`config.mk`:
```
export PLATFORM = sky130hd
export DESIGN_NAME = fp_divider_flat
export DESIGN_NICKNAME = d
export VERILOG_FILES = /design/src/rtl/fp_divider_if.sv /design/src/rtl/fp_divider.sv /design/src/flat_wrapper.sv
export SDC_FILE = /design/constraint.sdc
export NUM_CORES = 1
export LEC_CHECK = 0
export ABC_AREA = 1
export CAP_MARGIN = 20
export CORE_UTILIZATION = 35
export DETAILED_ROUTE_END_ITERATION = 12
export GPL_TIMING_DRIVEN = 0
export SYNTH_ARGS = -nofsm -noshare
export SYNTH_HDL_FRONTEND = slang
export SYNTH_SLANG_ARGS = --single-unit
```
`constraint.sdc`:
```
create_clock -name clk -period 2.8 [get_ports clk]
set_clock_uncertainty 0.1 [all_clocks]
set_input_delay 0.28 -clock clk [delete_from_list [all_inputs] [get_ports clk]]
set_output_delay 0.28 -clock clk [all_outputs]
set_load 0.005 [all_outputs]
```
`src/rtl/fp_divider_if.sv`:
```
// fp_divider_if: start/done handshake and operand/result bundle for fp_divider.
//
// Handshake: the master raises start with a/b valid; the slave takes it
// on the first rising edge where busy=0 and start=1. A start seen while
// busy=1 is dropped, and the operands the slave holds stay as they are.
// When the result is written the slave pulses done for one cycle. final_quotient
// keeps that value until the next done. The master may raise start again in the
// done cycle.
//
// Signals:
//   start          master -> slave  request, sampled only while busy=0
//   a, b           master -> slave  dividend / divisor, IEEE-754 single
//   busy           slave  -> master high while an operation is in progress
//   done           slave  -> master one-cycle pulse when final_quotient updates
//   final_quotient slave  -> master result, held until the next done
//   dbg_state      slave  -> master FSM state (0=IDLE, 1=DIVIDE, 2=FINISH)
interface fp_divider_if;
    logic        start;
    logic [31:0] a;
    logic [31:0] b;
    logic        busy;
    logic        done;
    logic [31:0] final_quotient;
    logic [1:0]  dbg_state;

    modport master (
        output start, a, b,
        input  busy, done, final_quotient, dbg_state
    );

    modport slave (
        input  start, a, b,
        output busy, done, final_quotient, dbg_state
    );
endinterface

```
`src/rtl/fp_divider.sv`:
```
// fp_divider: sequential IEEE-754 single-precision divider, final_quotient = a / b.
// Restoring division of the 24-bit significands, one quotient bit per clock
// for 25 clocks. There are no denormals, results are truncated, and special
// operands are flushed to +inf or +0.
//
// Ports:
//   clk    rising-edge clock
//   rst_n  asynchronous active-low reset
//   bus    fp_divider_if.slave (start, a, b, busy, done, final_quotient, dbg_state)
module fp_divider (
    input  logic        clk,
    input  logic        rst_n,
    fp_divider_if.slave bus
);

    typedef enum logic [1:0] {
        IDLE   = 2'd0,
        DIVIDE = 2'd1,
        FINISH = 2'd2
    } state_t;

    state_t state, next_state;

    logic        sign;
    logic [7:0]  ea, eb;
    logic        is_special;
    logic [31:0] special_res;
    logic [23:0] mb;
    logic [24:0] r;
    logic [24:0] q;
    logic [4:0]  count;
    logic [31:0] quotient;
    logic        done;

    // Operand classification, used only when a start is accepted.
    logic [7:0]  in_ea, in_eb;
    logic        in_special;
    logic [31:0] in_special_res;

    always_comb begin
        in_ea          = bus.a[30:23];
        in_eb          = bus.b[30:23];
        in_special     = 1'b0;
        in_special_res = 32'h0000_0000;
        if (in_ea == 8'hFF || in_eb == 8'h00) begin
            in_special     = 1'b1;
            in_special_res = 32'h7F80_0000;
        end else if (in_eb == 8'hFF || in_ea == 8'h00) begin
            in_special     = 1'b1;
            in_special_res = 32'h0000_0000;
        end
    end

    // One restoring step. r < 2*mb holds on every step, so after the
    // subtract r fits in 24 bits and the shift never loses the top bit.
    logic        q_bit;
    logic [24:0] r_sel;
    logic [24:0] r_next;

    always_comb begin
        q_bit  = (r >= {1'b0, mb});
        r_sel  = q_bit ? (r - {1'b0, mb}) : r;
        r_next = {r_sel[23:0], 1'b0};
    end

    // Normalisation and range handling for the FINISH edge.
    logic signed [9:0] e;
    logic [22:0]       mant;
    logic [31:0]       norm_res;

    always_comb begin
        if (q[24]) begin
            mant = q[23:1];
            e    = $signed({2'b00, ea}) - $signed({2'b00, eb}) + 10'sd127;
        end else begin
            mant = q[22:0];
            e    = $signed({2'b00, ea}) - $signed({2'b00, eb}) + 10'sd126;
        end
        if (e >= 10'sd255)
            norm_res = {sign, 8'hFF, 23'h0};
        else if (e <= 10'sd0)
            norm_res = {sign, 31'h0};
        else
            norm_res = {sign, e[7:0], mant};
    end

    always_comb begin
        next_state = state;
        case (state)
            IDLE:    if (bus.start) next_state = in_special ? FINISH : DIVIDE;
            DIVIDE:  if (count == 5'd24) next_state = FINISH;
            FINISH:  next_state = IDLE;
            default: next_state = IDLE;
        endcase
    end

    always_ff @(posedge clk or negedge rst_n) begin
        if (!rst_n) state <= IDLE;
        else        state <= next_state;
    end

    always_ff @(posedge clk or negedge rst_n) begin
        if (!rst_n) begin
            sign        <= 1'b0;
            ea          <= 8'h0;
            eb          <= 8'h0;
            is_special  <= 1'b0;
            special_res <= 32'h0;
            mb          <= 24'h0;
            r           <= 25'h0;
            q           <= 25'h0;
            count       <= 5'h0;
            quotient    <= 32'h0;
            done        <= 1'b0;
        end else begin
            done <= 1'b0;
            case (state)
                IDLE: begin
                    if (bus.start) begin
                        sign        <= bus.a[31] ^ bus.b[31];
                        ea          <= in_ea;
                        eb          <= in_eb;
                        is_special  <= in_special;
                        special_res <= in_special_res;
                        mb          <= {1'b1, bus.b[22:0]};
                        r           <= {2'b01, bus.a[22:0]};
                        q           <= 25'h0;
                        count       <= 5'h0;
                    end
                end
                DIVIDE: begin
                    r     <= r_next;
                    q     <= {q[23:0], q_bit};
                    count <= count + 5'd1;
                end
                FINISH: begin
                    quotient <= is_special ? special_res : norm_res;
                    done     <= 1'b1;
                end
                default: ;
            endcase
        end
    end

    assign bus.busy           = (state != IDLE);
    assign bus.done           = done;
    assign bus.final_quotient = quotient;
    assign bus.dbg_state      = state;

endmodule

```
`src/flat_wrapper.sv`:
```
// flat-port wrapper written by rule: the top's interface ports become plain ports
module fp_divider_flat 
  (clk, rst_n, bus_start, bus_a, bus_b, bus_busy, bus_done, bus_final_quotient, bus_dbg_state);
  fp_divider_if bus_i ();
  input  logic clk;
  input  logic rst_n;
  input wire logic [$bits(bus_i.start)-1:0] bus_start;
  input wire logic [$bits(bus_i.a)-1:0] bus_a;
  input wire logic [$bits(bus_i.b)-1:0] bus_b;
  output wire logic [$bits(bus_i.busy)-1:0] bus_busy;
  output wire logic [$bits(bus_i.done)-1:0] bus_done;
  output wire logic [$bits(bus_i.final_quotient)-1:0] bus_final_quotient;
  output wire logic [$bits(bus_i.dbg_state)-1:0] bus_dbg_state;
  assign bus_i.start = bus_start;
  assign bus_i.a = bus_a;
  assign bus_i.b = bus_b;
  assign bus_busy = bus_i.busy;
  assign bus_done = bus_i.done;
  assign bus_final_quotient = bus_i.final_quotient;
  assign bus_dbg_state = bus_i.dbg_state;
  fp_divider u_core (.clk(clk), .rst_n(rst_n), .bus(bus_i));
endmodule
```
; ---- After elaboration in Yosys (flattened, before gate mapping)
; Cells that the tools add are included.
[totals]
output_inout_bits = 36
reg_bits = 164
elab_cells = 58
input_bits = 67
[classes]
muxes = 20
bitwise_logic = 1
order_cmp = 3
add_sub_neg = 5
n_eq_ne = 7
reduce_logical = 10
[op_table]
columns = op, count
row1 = 25-bit one-hot mux with 2 select lines, 2
row2 = 31-bit 2-to-1 mux, 3
row3 = 25-bit 2-to-1 mux, 2
row4 = 32-bit 2-to-1 mux, 1
row5 = 25-bit by 24-bit >= comparator with 1-bit output, 1
row6 = 24-bit 2-to-1 mux, 1
row7 = 24-bit subtractor, 1
row8 = 23-bit 2-to-1 mux, 1
row9 = 10-bit by 8-bit adder with 10-bit output (second input constant), 2
row10 = 8-bit == test (second input constant), 2
row11 = 8-bit logical NOT, 2
row12 = 10-bit by 9-bit >= comparator with 1-bit output (second input constant), 1
row13 = 10-bit by 1-bit less-or-equal comparator with 1-bit output (second input constant), 1
row14 = 10-bit 2-to-1 mux, 1
row15 = 5-bit one-hot mux with 2 select lines, 1
row16 = 8-bit by 8-bit subtractor with 9-bit output, 1
row17 = 2-bit 2-to-1 mux, 3
row18 = 2-bit AND reduction, 3
row19 = 5-bit by 1-bit adder with 5-bit output (second input constant), 1
row20 = 5-bit == test (second input constant), 1
row21 = 5-bit 2-to-1 mux, 1
row22 = 2-bit one-hot mux with 2 select lines, 1
row23 = 2-bit nonzero test, 2
row24 = 1-bit 2-to-1 mux, 3
row25 = 7 further kinds, 8

; ---- Longest topological paths before layout
; Gate-level depths: netlist (run 1).
[depth]
depth_word = 7
ltp_mapped = 24
mapped_depth_nobuf = 23

; ---- Worst setup path after synthesis (run 1)
; No wires, ideal clock.
[synth_path]
kind = register to register
start = register u_core.ea[1]
end = register u_core.quotient[0], in the netlist u_core.bus.final_quotient[0]
slack_ns = 0.146
required_time_ns = 2.583
stages_incl_launch_ff = 20
path_buffers = 1
setup_time_ns = 0.117
synth_period_minus_slack_ns = 2.654
t_arrival_ns = 2.436
path_cell_list = dfrtp_1 -> ha_1 -> nand2_1 -> nand2_1 -> nand2_1 -> nand2_2 -> ha_1 -> nand3b_1 -> nand2_1 -> inv_1 -> nand3_2 -> nor2_2 -> nand2_1 -> o21ai_4 -> nand2_2 -> nand2_2 -> nand3_4 -> buf_6 -> nand3_1 -> nand2_1
[synth_via]
elab_chain_len = 7
word_cells_on_any_way = 9
classes_between = add/sub: 3 / order compare: 2 / mux: 4
[synth_lines]
columns = element, line_no
row1 = from (decl), fp_divider.sv:25  ; logic [7:0] ea, eb;
row2 = from (signal assigned), fp_divider.sv:121  ; ea <= in_ea;
row3 = 8-bit by 8-bit subtractor with 9-bit output (*), "fp_divider.sv:74, fp_divider.sv:77"
row4 = "10-bit by 8-bit adder with 10-bit output, on equally long branches", "fp_divider.sv:77, fp_divider.sv:74"
row5 = 10-bit 2-to-1 mux (*), fp_divider.sv:72  ; if (q[24]) begin
row6 = 10-bit by 1-bit less-or-equal comparator with 1-bit output, fp_divider.sv:81  ; else if (e <= 10'sd0)
row7 = 31-bit 2-to-1 mux, fp_divider.sv:81
row8 = 31-bit 2-to-1 mux (*), fp_divider.sv:79  ; if (e >= 10'sd255)
row9 = 32-bit 2-to-1 mux (*), fp_divider.sv:137  ; quotient <= is_special ? special_res : norm_res;
row10 = to (signal assigned), fp_divider.sv:137
row11 = to (decl), fp_divider.sv:32  ; logic [31:0] quotient;
; Every way passes the cells marked *; elsewhere a longest branch is shown, timed or not.
; A chain may end at the register's enable or synchronous reset.

; ---- Final worst setup path (run 1)
[layout_path]
start = register u_core.ea[1]
end = register u_core.quotient[4], in the netlist u_core.bus.final_quotient[4]
; Same word-level chain as after synthesis.

==> results of run 1 <==
[registers in the layout, indices dropped and copies added (netlist names)]
signal,cells
u_core.bus.final_quotient,32
u_core.q,25
u_core.r,25
u_core.mb,24
u_core.ea,8
u_core.eb,8
u_core.count,5
u_core.bus.dbg_state,2
u_core.bus.done,1
u_core.is_special,1
u_core.sign,1
u_core.special_res,1
[Yosys cell counts, types with 2 or more instances]
master / number / area (sq um)
sky130_fd_sc_hd__a21oi_1: 44 / 220
sky130_fd_sc_hd__ha_1: 38 / 475
sky130_fd_sc_hd__nand3_1: 82 / 410
sky130_fd_sc_hd__a22oi_1: 7 / 52.6
sky130_fd_sc_hd__inv_1: 166 / 623
sky130_fd_sc_hd__o21bai_1: 4 / 30.0
sky130_fd_sc_hd__xor2_1: 9 / 78.8
sky130_fd_sc_hd__o22ai_1: 34 / 213
sky130_fd_sc_hd__nor2_1: 51 / 191
sky130_fd_sc_hd__clkinv_1: 2 / 7.51
sky130_fd_sc_hd__o21ai_0: 107 / 536
sky130_fd_sc_hd__o21ai_1: 2 / 10.0
sky130_fd_sc_hd__a41oi_1: 2 / 17.5
sky130_fd_sc_hd__nor4_1: 6 / 37.5
sky130_fd_sc_hd__nand2_2: 9 / 56.3
sky130_fd_sc_hd__nand3_4: 2 / 35.0
sky130_fd_sc_hd__buf_1: 4 / 15.0
sky130_fd_sc_hd__a32oi_1: 2 / 17.5
sky130_fd_sc_hd__buf_6: 3 / 33.8
sky130_fd_sc_hd__a21oi_2: 2 / 17.5
sky130_fd_sc_hd__nor2_2: 3 / 18.8
sky130_fd_sc_hd__nand3b_1: 2 / 15.0
sky130_fd_sc_hd__dfrtp_1: 133 / 3330
sky130_fd_sc_hd__nand3_2: 11 / 110
sky130_fd_sc_hd__a21o_1: 7 / 52.6
sky130_fd_sc_hd__nand2_1: 277 / 1040
sky130_fd_sc_hd__buf_2: 5 / 25.0
sky130_fd_sc_hd__a21oi_4: 2 / 32.5
sky130_fd_sc_hd__nand4_1: 26 / 163
sky130_fd_sc_hd__nor3_1: 6 / 30.0
sky130_fd_sc_hd__or2_2: 2 / 12.5
sky130_fd_sc_hd__clkbuf_1: 28 / 105
sky130_fd_sc_hd__o21a_1: 2 / 15.0
sky130_fd_sc_hd__xnor2_1: 8 / 70.1
[metrics by stage]
stage | std cells | hold slack [ns]
floorplan | 1099 | -0.116
global placement | 1514 | 0.358
detailed placement | 1515 | 0.222
CTS | 1554 | 0.302
global route | 1568 | 0.339
finish | 1568 | 0.317
[tightest hold or removal path, delay by kind of cell]
family / cells / cell delay [ns]
buffers and inverters: 1 / 0.39
and+or+nand+nor: 1 / 0.06
AOI/OAI and AO/OA: 1 / 0.07
[worst max-delay path by stage]
stage	to	depth (start not counted)	slack (ns)
6_report	u_core.bus.final_quotient[4]	21	0.04
5_1_grt	u_core.bus.final_quotient[4]	21	-0.12
4_1_cts	u_core.bus.final_quotient[22]	23	0.001
3_5_place_dp	u_core.bus.final_quotient[22]	19	-0.18
3_3_place_gp	u_core.bus.final_quotient[3]	1	-4.17
2_1_floorplan	u_core.bus.final_quotient[0]	19	0.15
[kinds of logic after synthesis]
group | synth area share [%]
simple gates | 26.0
compound gates | 15.5
buf+inv | 10.1
flops | 40.5
fa+ha+maj | 6.03
xor+xnor | 1.81
[routing by layer]
metal	global-route usage (%)	up-vias	routed length [microns]
li1	-	3912	-
met1	26.8	3692	11000
met2	33.9	173	11200
met3	3.43	24	951
met4	5.32	0	408
met5	0	-	0
[report_power, final]
part / leakage [nW] / switching [mW] / internal (mW)
Combinational: 3.06 / 6.36 / 4.12
Clock: 0.269 / 0.916 / 1.26
Sequential: 1.70 / 0.370 / 2.59
[timing repair]
action	4_1_cts	5_1_grt
pin swaps	8	28
hold buffers	1	0
cloned	1	3
buffers inserted	6	11
gates resized for setup	17	60
endpoints found under the setup margin	45	55
hold endpoints to repair	62	0
[layout make-up]
cell class	instances	area, sq um
Buffer	41	211
Clock buffer	19	443
Clock inverter	12	121
Fill cell	2321	12100
Inverter	169	644
Multi-Input combinational cell	756	4300
Sequential cell	133	3330
Tap cell	313	392
Timing Repair Buffer	125	1280
==> results.rst, run 1 <==
.. list-table::
   :header-rows: 1

   * - Metric
     - Value
   * - Design area
     - 0.0107 sq mm
   * - Leak Pwr
     - around 5.0 nW
   * - All-Layer GR Usage
     - between 20% and 30%
   * - Core footprint
     - ~0.023 sq mm
   * - Die Outline Area
     - approximately 0.024 sq mm
   * - Final RePlAce weighted congestion
     - slightly above 0.9
   * - Maximum level of the CTS H-tree
     - 4
   * - Required arrival time at the worst endpoint
     - about 3.1 ns
   * - Synth async-reset ratio
     - 100%
   * - Mapped Area
     - 0.00821 sq mm
   * - Count of state elements after synthesis
     - ~130
   * - Avg WL per Cell
     - 15.0 microns
   * - Top FF cell, synth
     - sky130_fd_sc_hd__dfrtp_1
   * - Critical-path top delay cell
     - sky130_fd_sc_hd__dfrtp_1
   * - Number of nets in the finished design
     - around 1300
   * - Core occupancy in the finished layout
     - 46.9%
   * - Via density
     - approximately 5
   * - Summed negative setup slack over all endpoints
     - 0 ns
   * - Pin count of the biggest net entering global routing
     - between 70 and 80
   * - Worst setup startpoint
     - u_core.ea[1]
   * - Clock tree buffer depth
     - 2
   * - Number of ports placed on the die boundary
     - around 100
   * - Type of the worst setup path
     - reg2reg
   * - Worst hold path startpoint
     - bus_b[18]
   * - Minimum setup slack in the final design
     - about 0.04 ns
   * - Worst-case reg-to-reg path depth
     - 21
   * - Endpoint class of the critical path
     - flip-flop
   * - Final Max Slew Viols
     - 0
   * - Transition time at the pin with the least slew margin
     - 0.738 ns
   * - Share of post-route cells with drive strength above 1
     - between 10% and 20%
   * - Later-pin clock latency in the skew report
     - 0.42 ns
   * - First-pass DRT Iterations
     - 5
   * - Cell breakdown of the critical path
     - ha_4 > nand2_4 > nand2_4 > nand2_4 > nand2_4 > ha_4 > nand3b_1 > nand2_1 > inv_1 > nand3_2 > nor2_2 > nand2_2 > o21ai_4 > nand2_2 > buf_4 > nand3_4 > nand2_4 > inv_8 > clkbuf_16 > nand3_2 > nand2_1
   * - Instance area at placement
     - ~0.0097 sq mm
   * - Number of antenna violations at the first check in global routing
     - 0
   * - Vias after detailed routing
     - about 8000
   * - Gate count of the mapped netlist
     - 1099
   * - Cell count of the worst hold path
     - 3
   * - Total overflow reported by the global router
     - 0
   * - Number of core rows
     - 55
   * - Final HPWL from detailed placement
     - 17.2 mm
   * - Fin crit period
     - 2.76 ns
   * - Max-Cap Viols
     - 0
   * - Vert. Die Dim
     - 155 microns
   * - Number of enable flip-flop cells after synthesis
     - 0
   * - Clock tree sinks
     - roughly 130
   * - RSZ-0062 raised after global routing
     - true
   * - Most common cell after layout, fill and taps aside
     - sky130_fd_sc_hd__nand2_1
   * - Worst EP arrival
     - about 3.0 ns
   * - Detailed Route Iter0 Violations
     - around 340
   * - End of the worst register-to-register path
     - u_core.bus.final_quotient[4]
   * - Critical Path Fanout Max
     - 8
   * - Wire length of the first global-routing pass
     - approximately 38 mm
   * - Vias in the first global route
     - ~7700
   * - Peak per-stage delay on the critical path
     - between 0.4 and 0.5 ns
   * - R2R Setup Slk
     - ~0.04 ns
   * - Most frequent cells in the layout
     - 259 x sky130_fd_sc_hd__nand2_1, 159 x sky130_fd_sc_hd__inv_1, 133 x sky130_fd_sc_hd__dfrtp_1
   * - Power per standard cell area
     - ~1500 mW/mm^2
   * - Effective utilization at floorplan
     - a little over a third
   * - Peak supply drop
     - 0.527 mV
   * - Final setup violating endpoints
     - 0
   * - Worst Setup Start Kind
     - flip-flop
   * - Fmax achieved
     - 362 MHz
   * - Synth-to-layout area growth
     - 30.4%
   * - ANT nets after route
     - 0
   * - Final hold violation count
     - 0
   * - Most frequent cell on the critical path
     - sky130_fd_sc_hd__nand2_4
   * - Count of input and output buffers
     - between 100 and 150
   * - Buffers and inverters on the worst path
     - 4
   * - Final routed wirelength across all metal layers
     - between 20 and 25 mm
   * - TritonCTS clock tree
     - done
   * - Clock tree root buffer cell
     - sky130_fd_sc_hd__clkbuf_16
   * - Syn Nets
     - between 1000 and 1500
   * - Relative slew margins
     - 50.8%
   * - Worst setup timing slack at the placement stage
     - -0.184 ns
   * - Ys Warns
     - 0
   * - Sequential-to-total area share from yosys stat
     - 40.5%
   * - Clock buffer count from CTS
     - 17
   * - Mean post-synth cell area
     - approximately 7.5 sq um
   * - Count of different cell masters after synthesis
     - 45
   * - Cell family contributing the most delay on the critical path
     - simple AND/OR/NAND/NOR gates
   * - Worst reg2reg path startpoint
     - u_core.ea[1]
   * - Fin crit share
     - 98.6%
   * - Overall power after layout
     - approximately 16 mW
   * - End point of the most critical hold path
     - u_core.mb[18]
   * - Width of the die
     - ~160 microns
   * - Residual DRC
     - 0
   * - Clock-pin transition on the worst setup and hold timing paths
     - around 0.06 ns
   * - Outcome
     - finished, final reports clean
   * - Hold/Removal Path Class
     - in2reg
   * - Count of antenna diodes in the layout
     - 0
Power figures use the tool's default switching activity.
==> run 2, diff against run 1 <==
--- a/config.mk
+++ b/config.mk
@@ -10,6 +10,7 @@
 export CORE_UTILIZATION = 35
 export DETAILED_ROUTE_END_ITERATION = 12
 export GPL_TIMING_DRIVEN = 0
+export SKIP_CTS_REPAIR_TIMING = 1
 export SYNTH_ARGS = -nofsm -noshare
 export SYNTH_HDL_FRONTEND = slang
 export SYNTH_SLANG_ARGS = --single-unit
==> results.rst, run 2 (synthesis results as in run 1) <==
.. list-table::
   :header-rows: 1

   * - Metric
     - Value
   * - Outcome
     - finished, final reports clean
   * - Die Outline Area
     - 0.0241 sq mm
   * - Worst reg2reg path startpoint
     - u_core.ea[1]
   * - Count of antenna diodes in the layout
     - 0
   * - Vias in the first global route
     - 7595
   * - Detailed Route Iter0 Violations
     - 388
   * - Final routed wirelength across all metal layers
     - about 24 mm
   * - Final Max Slew Viols
     - 0
   * - Relative slew margins
     - roughly half
   * - Final HPWL from detailed placement
     - 17.2 mm
   * - Endpoint class of the critical path
     - flip-flop
   * - Worst setup timing slack at the placement stage
     - -0.184 ns
   * - Leak Pwr
     - about 5.0 nW
   * - Share of post-route cells with drive strength above 1
     - roughly an eighth
   * - Worst EP arrival
     - 2.91 ns
   * - Critical-path top delay cell
     - sky130_fd_sc_hd__dfrtp_1
   * - Number of ports placed on the die boundary
     - approximately 100
   * - Fmax achieved
     - approximately 370 MHz
   * - Effective utilization at floorplan
     - about 36%
   * - Hold/Removal Path Class
     - in2reg
   * - Clock buffer count from CTS
     - 17
   * - All-Layer GR Usage
     - roughly a fifth
   * - Worst setup startpoint
     - u_core.ea[1]
   * - Synth-to-layout area growth
     - 30.6%
   * - Max-Cap Viols
     - 0
   * - Worst hold path startpoint
     - bus_b[18]
   * - First-pass DRT Iterations
     - 4
   * - Transition time at the pin with the least slew margin
     - around 0.74 ns
   * - Power per standard cell area
     - ~1500 mW/mm^2
   * - Design area
     - 0.0107 sq mm
   * - Clock tree root buffer cell
     - sky130_fd_sc_hd__clkbuf_16
   * - Final worst hold slack
     - around 0.32 ns
   * - Peak supply drop
     - 0.535 mV
   * - Width of the die
     - around 160 microns
   * - Cell Count, Final, Fillers Out
     - 1564
   * - Combinational Power Share
     - ~67%
   * - Worst Setup Start Kind
     - flip-flop
   * - Number of nets in the finished design
     - 1345
   * - Type of the worst setup path
     - reg2reg
   * - Buffers and inverters on the worst path
     - 2
   * - Pin count of the biggest net entering global routing
     - approximately 70
   * - Fin crit share
     - between 90% and 100%
   * - Via density
     - 4.95
   * - Peak per-stage delay on the critical path
     - 0.41 ns
   * - Vert. Die Dim
     - around 160 microns
   * - Overall power after layout
     - around 16 mW
   * - Later-pin clock latency in the skew report
     - between 0.4 and 0.5 ns
   * - Critical Path Fanout Max
     - 8
   * - Minimum setup slack in the final design
     - roughly 0.11 ns
   * - Clock tree sinks
     - roughly 130
   * - RSZ-0062 raised after global routing
     - true
   * - Core footprint
     - 0.0228 sq mm
   * - Final RePlAce weighted congestion
     - around 0.93
   * - Switching power of the nets
     - slightly below 8 mW
   * - Avg WL per Cell
     - 15.1 microns
   * - Final hold violation count
     - 0
   * - Clock-pin transition on the worst setup and hold timing paths
     - approximately 0.060 ns
   * - Fin crit period
     - about 2.7 ns
   * - Design internal power
     - 7.88 mW
   * - Required arrival time at the worst endpoint
     - 3.01 ns
   * - Wire length of the first global-routing pass
     - roughly 38 mm
   * - Instance area at placement
     - approximately 0.0097 sq mm
   * - Flip-flop count of the largest register after layout
     - 32
   * - Most common cell after layout, fill and taps aside
     - sky130_fd_sc_hd__nand2_1
   * - Final setup violating endpoints
     - 0
   * - Cell breakdown of the critical path
     - ha_4 > nand2_4 > nand2_2 > nand2_2 > nand2_4 > ha_4 > nand3b_1 > nand2_2 > inv_2 > nand3_4 > nor2_4 > nand2_2 > o21ai_4 > nand2_4 > nand2_4 > nand3_4 > clkbuf_16 > nand3_2 > nand2_1
   * - TritonCTS clock tree
     - done
   * - Number of antenna violations at the first check in global routing
     - 0
   * - Maximum level of the CTS H-tree
     - 4
   * - DP Cell Count
     - 1515
   * - Vias after detailed routing
     - 7748
   * - Count of input and output buffers
     - 102
   * - Most frequent cells in the layout
     - 256 x sky130_fd_sc_hd__nand2_1, 157 x sky130_fd_sc_hd__inv_1, 133 x sky130_fd_sc_hd__dfrtp_1
   * - Number of core rows
     - 55
   * - ANT nets after route
     - 0
   * - R2R Setup Slk
     - between 0.1 and 0.15 ns
   * - Clock power share
     - roughly 14%
   * - Total overflow reported by the global router
     - 0
   * - Clock tree buffer depth
     - 2
   * - Switching share of power
     - 49.6%
   * - Power share of the sequential group
     - 18.9%
   * - Residual DRC
     - 0
   * - Cell family contributing the most delay on the critical path
     - simple AND/OR/NAND/NOR gates
==> run 2: cell count changes in the layout (fill, tap and decap cells not counted), sizes merged <==
cell and change:
clkbuf +1, buf -5
==> run 2: worst paths after layout <==
kind | endpoint | depth (start not counted)
worst max-delay path | u_core.bus.final_quotient[4] | 19
worst min-delay path | u_core.mb[18] | 3
worst max register to register | u_core.bus.final_quotient[4] | 19
worst min register to register | u_core.bus.final_quotient[7] | 2
max in group asynchronous | u_core.r[0] | 3
min in group asynchronous | u_core.eb[5] | 2
==> run 2: layout make-up <==
class	count	area [sq um]
repair buffers	121	1240
flip-flops and latches	133	3330
well taps	313	392
fillers	2316	12100
clock inverters	12	121
inverters	169	644
plain buffers	41	211
clock buffers	19	443
multi-input cells	756	4350
==> run 2: power by group through the flow <==
stage                     Sequential (mW)  Clock [mW]  Combinational [mW]
after floorplan                      2.89           0                6.73
after global placement               2.96           0                8.80
after detailed placement             2.97           0                8.90
after CTS                            2.95        2.23                8.96
after global routing                 3.03        2.31                11.7
final                                2.96        2.18                10.5
==> run 2: metal layers <==
| metal | up-vias | track usage [%] | share of wire [%] | routed length (microns) |
|---|---|---|---|---|
| met5 | - | 0 | 0 | 0 |
| met4 | 0 | 5.28 | 1.6 | 376 |
| met3 | 23 | 3.43 | 3.9 | 912 |
| met2 | 157 | 33.6 | 47 | 11200 |
| met1 | 3666 | 26.8 | 47 | 11100 |
| li1 | 3902 | - | - | - |
==> run 2: worst reg2reg max path: stages, from the launching register on <==
cell and delay [ns]:
sky130_fd_sc_hd__dfrtp_1 0.41, sky130_fd_sc_hd__ha_4 0.28, sky130_fd_sc_hd__nand2_4 0.07, sky130_fd_sc_hd__nand2_2 0.06, sky130_fd_sc_hd__nand2_2 0.08, sky130_fd_sc_hd__nand2_4 0.07
sky130_fd_sc_hd__ha_4 0.15, sky130_fd_sc_hd__nand3b_1 0.08, sky130_fd_sc_hd__nand2_2 0.07, sky130_fd_sc_hd__inv_2 0.06, sky130_fd_sc_hd__nand3_4 0.09, sky130_fd_sc_hd__nor2_4 0.11
sky130_fd_sc_hd__nand2_2 0.07, sky130_fd_sc_hd__o21ai_4 0.20, sky130_fd_sc_hd__nand2_4 0.09, sky130_fd_sc_hd__nand2_4 0.09, sky130_fd_sc_hd__nand3_4 0.15, sky130_fd_sc_hd__clkbuf_16 0.22
sky130_fd_sc_hd__nand3_2 0.07, sky130_fd_sc_hd__nand2_1 0.05
==> run 2: through the flow <==
stage / TNS, ns / utilization, %
after global placement: -555.24 / 42.1
final: 0 / 47.0
after floorplan: 0 / -
after CTS: -4.84 / 44.7
after detailed placement: -3.99 / 42.3
after global routing: -1.01 / 47.0
==> run 3, diff against run 2 <==
--- a/config.mk
+++ b/config.mk
@@ -9,6 +9,7 @@
 export CAP_MARGIN = 20
 export CORE_UTILIZATION = 35
 export DETAILED_ROUTE_END_ITERATION = 12
+export GPL_ROUTABILITY_DRIVEN = 0
 export GPL_TIMING_DRIVEN = 0
 export SKIP_CTS_REPAIR_TIMING = 1
 export SYNTH_ARGS = -nofsm -noshare
==> results.rst, run 3 (synthesis results as in run 1) <==
.. list-table::
   :header-rows: 1

   * - Metric
     - Value
   * - Number of ports placed on the die boundary
     - a little over 100
   * - Clock buffer count from CTS
     - 17
   * - Synth-to-layout area growth
     - 29.8%
   * - TritonCTS clock tree
     - done
   * - Number of antenna violations at the first check in global routing
     - 1
   * - Outcome
     - finished, final reports clean
   * - Peak supply drop
     - between 0.5 and 0.6 mV
   * - Number of core rows
     - 55
   * - Relative slew margins
     - about 50%
   * - Effective utilization at floorplan
     - between 30% and 40%
   * - Final Max Slew Viols
     - 0
   * - Worst EP arrival
     - approximately 2.9 ns
   * - Pin count of the biggest net entering global routing
     - slightly above 70
   * - Wire length of the first global-routing pass
     - 37.8 mm
   * - Required arrival time at the worst endpoint
     - roughly 3 ns
   * - Layout fillers
     - around 2300
   * - Final routed wirelength across all metal layers
     - between 20 and 25 mm
   * - Via density
     - a little under 5
   * - Vert. Die Dim
     - ~160 microns
   * - Total overflow reported by the global router
     - 0
   * - Count of antenna diodes in the layout
     - 0
   * - Maximum level of the CTS H-tree
     - 4
   * - Avg WL per Cell
     - ~15 microns
   * - Most frequent cells in the layout
     - 261 x sky130_fd_sc_hd__nand2_1, 158 x sky130_fd_sc_hd__inv_1, 133 x sky130_fd_sc_hd__dfrtp_1
   * - Die Outline Area
     - 0.0241 sq mm
   * - Flip-flop count of the largest register after layout
     - 32
   * - Overall power after layout
     - ~15 mW
   * - Fin crit share
     - slightly below 100%
   * - Critical Path Fanout Max
     - 8
   * - Final setup violating endpoints
     - 0
   * - Share of post-route cells with drive strength above 1
     - between 10% and 20%
   * - ANT nets after route
     - 0
   * - Later-pin clock latency in the skew report
     - approximately 0.43 ns
   * - DP Cell Count
     - roughly 1500
   * - Transition time at the pin with the least slew margin
     - ~0.76 ns
   * - Width of the die
     - roughly 160 microns
   * - Endpoint class of the critical path
     - flip-flop
   * - Hold/Removal Path Class
     - in2async
   * - Leak Pwr
     - 5.02 nW
   * - Detailed Route Iter0 Violations
     - approximately 350
   * - Power per standard cell area
     - roughly 1500 mW/mm^2
   * - RSZ-0062 raised after global routing
     - true
   * - First-pass DRT Iterations
     - 5
   * - Fin crit period
     - roughly 2.7 ns
   * - Count of input and output buffers
     - 102
   * - Final HPWL from detailed placement
     - 17.1 mm
   * - Clock tree buffer depth
     - 2
   * - Residual DRC
     - 0
   * - Fmax achieved
     - 368 MHz
   * - Type of the worst setup path
     - reg2reg
   * - Vias in the first global route
     - between 7000 and 8000
   * - Core occupancy in the finished layout
     - 46.7%
   * - Core footprint
     - about 0.023 sq mm
   * - Max-Cap Viols
     - 0
   * - Vias after detailed routing
     - between 7000 and 8000
   * - Cell Count, Final, Fillers Out
     - 1562
   * - All-Layer GR Usage
     - about a fifth
   * - Clock tree root buffer cell
     - sky130_fd_sc_hd__clkbuf_16
   * - Most common cell after layout, fill and taps aside
     - sky130_fd_sc_hd__nand2_1
   * - Final hold violation count
     - 0
   * - Worst Setup Start Kind
     - flip-flop
   * - Number of nets in the finished design
     - about 1300
   * - Clock tree sinks
     - 133
   * - Clock-pin transition on the worst setup and hold timing paths
     - about 0.07 ns
## run 3: cell count changes in the layout (fill, tap and decap cells not counted), moves of 3 or more
cell / delta
sky130_fd_sc_hd__nand3_4: -4
sky130_fd_sc_hd__nand2_2: -4
sky130_fd_sc_hd__nand3_2: -3
sky130_fd_sc_hd__clkinvlp_4: -3
sky130_fd_sc_hd__nand2_1: +5
sky130_fd_sc_hd__nand3_1: +7
## run 3: area by class of cell
type	instances	area (sq um)	area share, %
clock inverters	15	185	1.74
well taps	313	392	3.67
repair buffers	118	1220	11.5
flip-flops and latches	133	3330	31.2
clock buffers	17	425	3.99
plain buffers	41	211	1.98
inverters	169	644	6.04
multi-input cells	756	4250	39.9
## run 3: metrics by stage
| step | instance area [sq um] | setup TNS, ns | hold WS (ns) | worst slack (ns) |
|---|---|---|---|---|
| finish | 10700 | 0 | 0.310 | 0.0856 |
| global route | 10700 | -1.24 | 0.327 | -0.0802 |
| CTS | 10300 | -3.92 | -0.227 | -0.190 |
| detailed placement | 9660 | -3.42 | 0.220 | -0.176 |
| global placement | 9630 | -554.54 | 0.358 | -4.16 |
| floorplan | 8210 | 0 | -0.116 | 0.146 |
## run 3: power breakdown
part	internal, mW	switching, mW	total [mW]
Sequential	2.59	0.371	2.96
Clock	1.35	0.977	2.33
Combinational	3.95	6.25	10.2
Total	7.89	7.60	15.5
## run 3: layer usage
metal	global-route usage [%]	wire (microns)	vias up	share of wire, %
li1	-	-	3887	-
met3	4.37	1070	27	4.6
met4	6.40	454	0	1.9
met1	26.0	10900	3634	46
met5	0	0	-	0
met2	33.2	11000	157	47
## run 3: worst max-delay path, stage by stage (launching register included)
cell and delay (ns):
sky130_fd_sc_hd__dfrtp_1 0.41, sky130_fd_sc_hd__ha_4 0.29, sky130_fd_sc_hd__nand2_4 0.07, sky130_fd_sc_hd__nand2_2 0.06, sky130_fd_sc_hd__nand2_2 0.08, sky130_fd_sc_hd__nand2_4 0.07, sky130_fd_sc_hd__ha_4 0.15, sky130_fd_sc_hd__nand3b_1 0.09
sky130_fd_sc_hd__nand2_2 0.07, sky130_fd_sc_hd__inv_2 0.06, sky130_fd_sc_hd__nand3_4 0.08, sky130_fd_sc_hd__nor2_2 0.11, sky130_fd_sc_hd__nand2_1 0.09, sky130_fd_sc_hd__o21ai_4 0.20, sky130_fd_sc_hd__nand2_4 0.09, sky130_fd_sc_hd__nand2_4 0.09
sky130_fd_sc_hd__nand3_4 0.16, sky130_fd_sc_hd__clkbuf_16 0.22, sky130_fd_sc_hd__nand3_2 0.07, sky130_fd_sc_hd__nand2_1 0.05
## run 3: final timing paths
| check | to | slack [ns] | from | depth (start not counted) |
|---|---|---|---|---|
| setup / recovery | u_core.bus.final_quotient[8] | 0.09 | u_core.ea[1] | 19 |
| hold / removal | u_core.eb[6] | 0.31 | rst_n | 2 |
| setup reg to reg | u_core.bus.final_quotient[8] | 0.09 | u_core.ea[1] | 19 |
| hold reg to reg | u_core.bus.final_quotient[9] | 0.38 | u_core.bus.final_quotient[9] | 2 |
| max in group asynchronous | u_core.r[0] | 1.50 | rst_n | 3 |
| min in group clk | u_core.mb[12] | 0.31 | bus_b[12] | 3 |
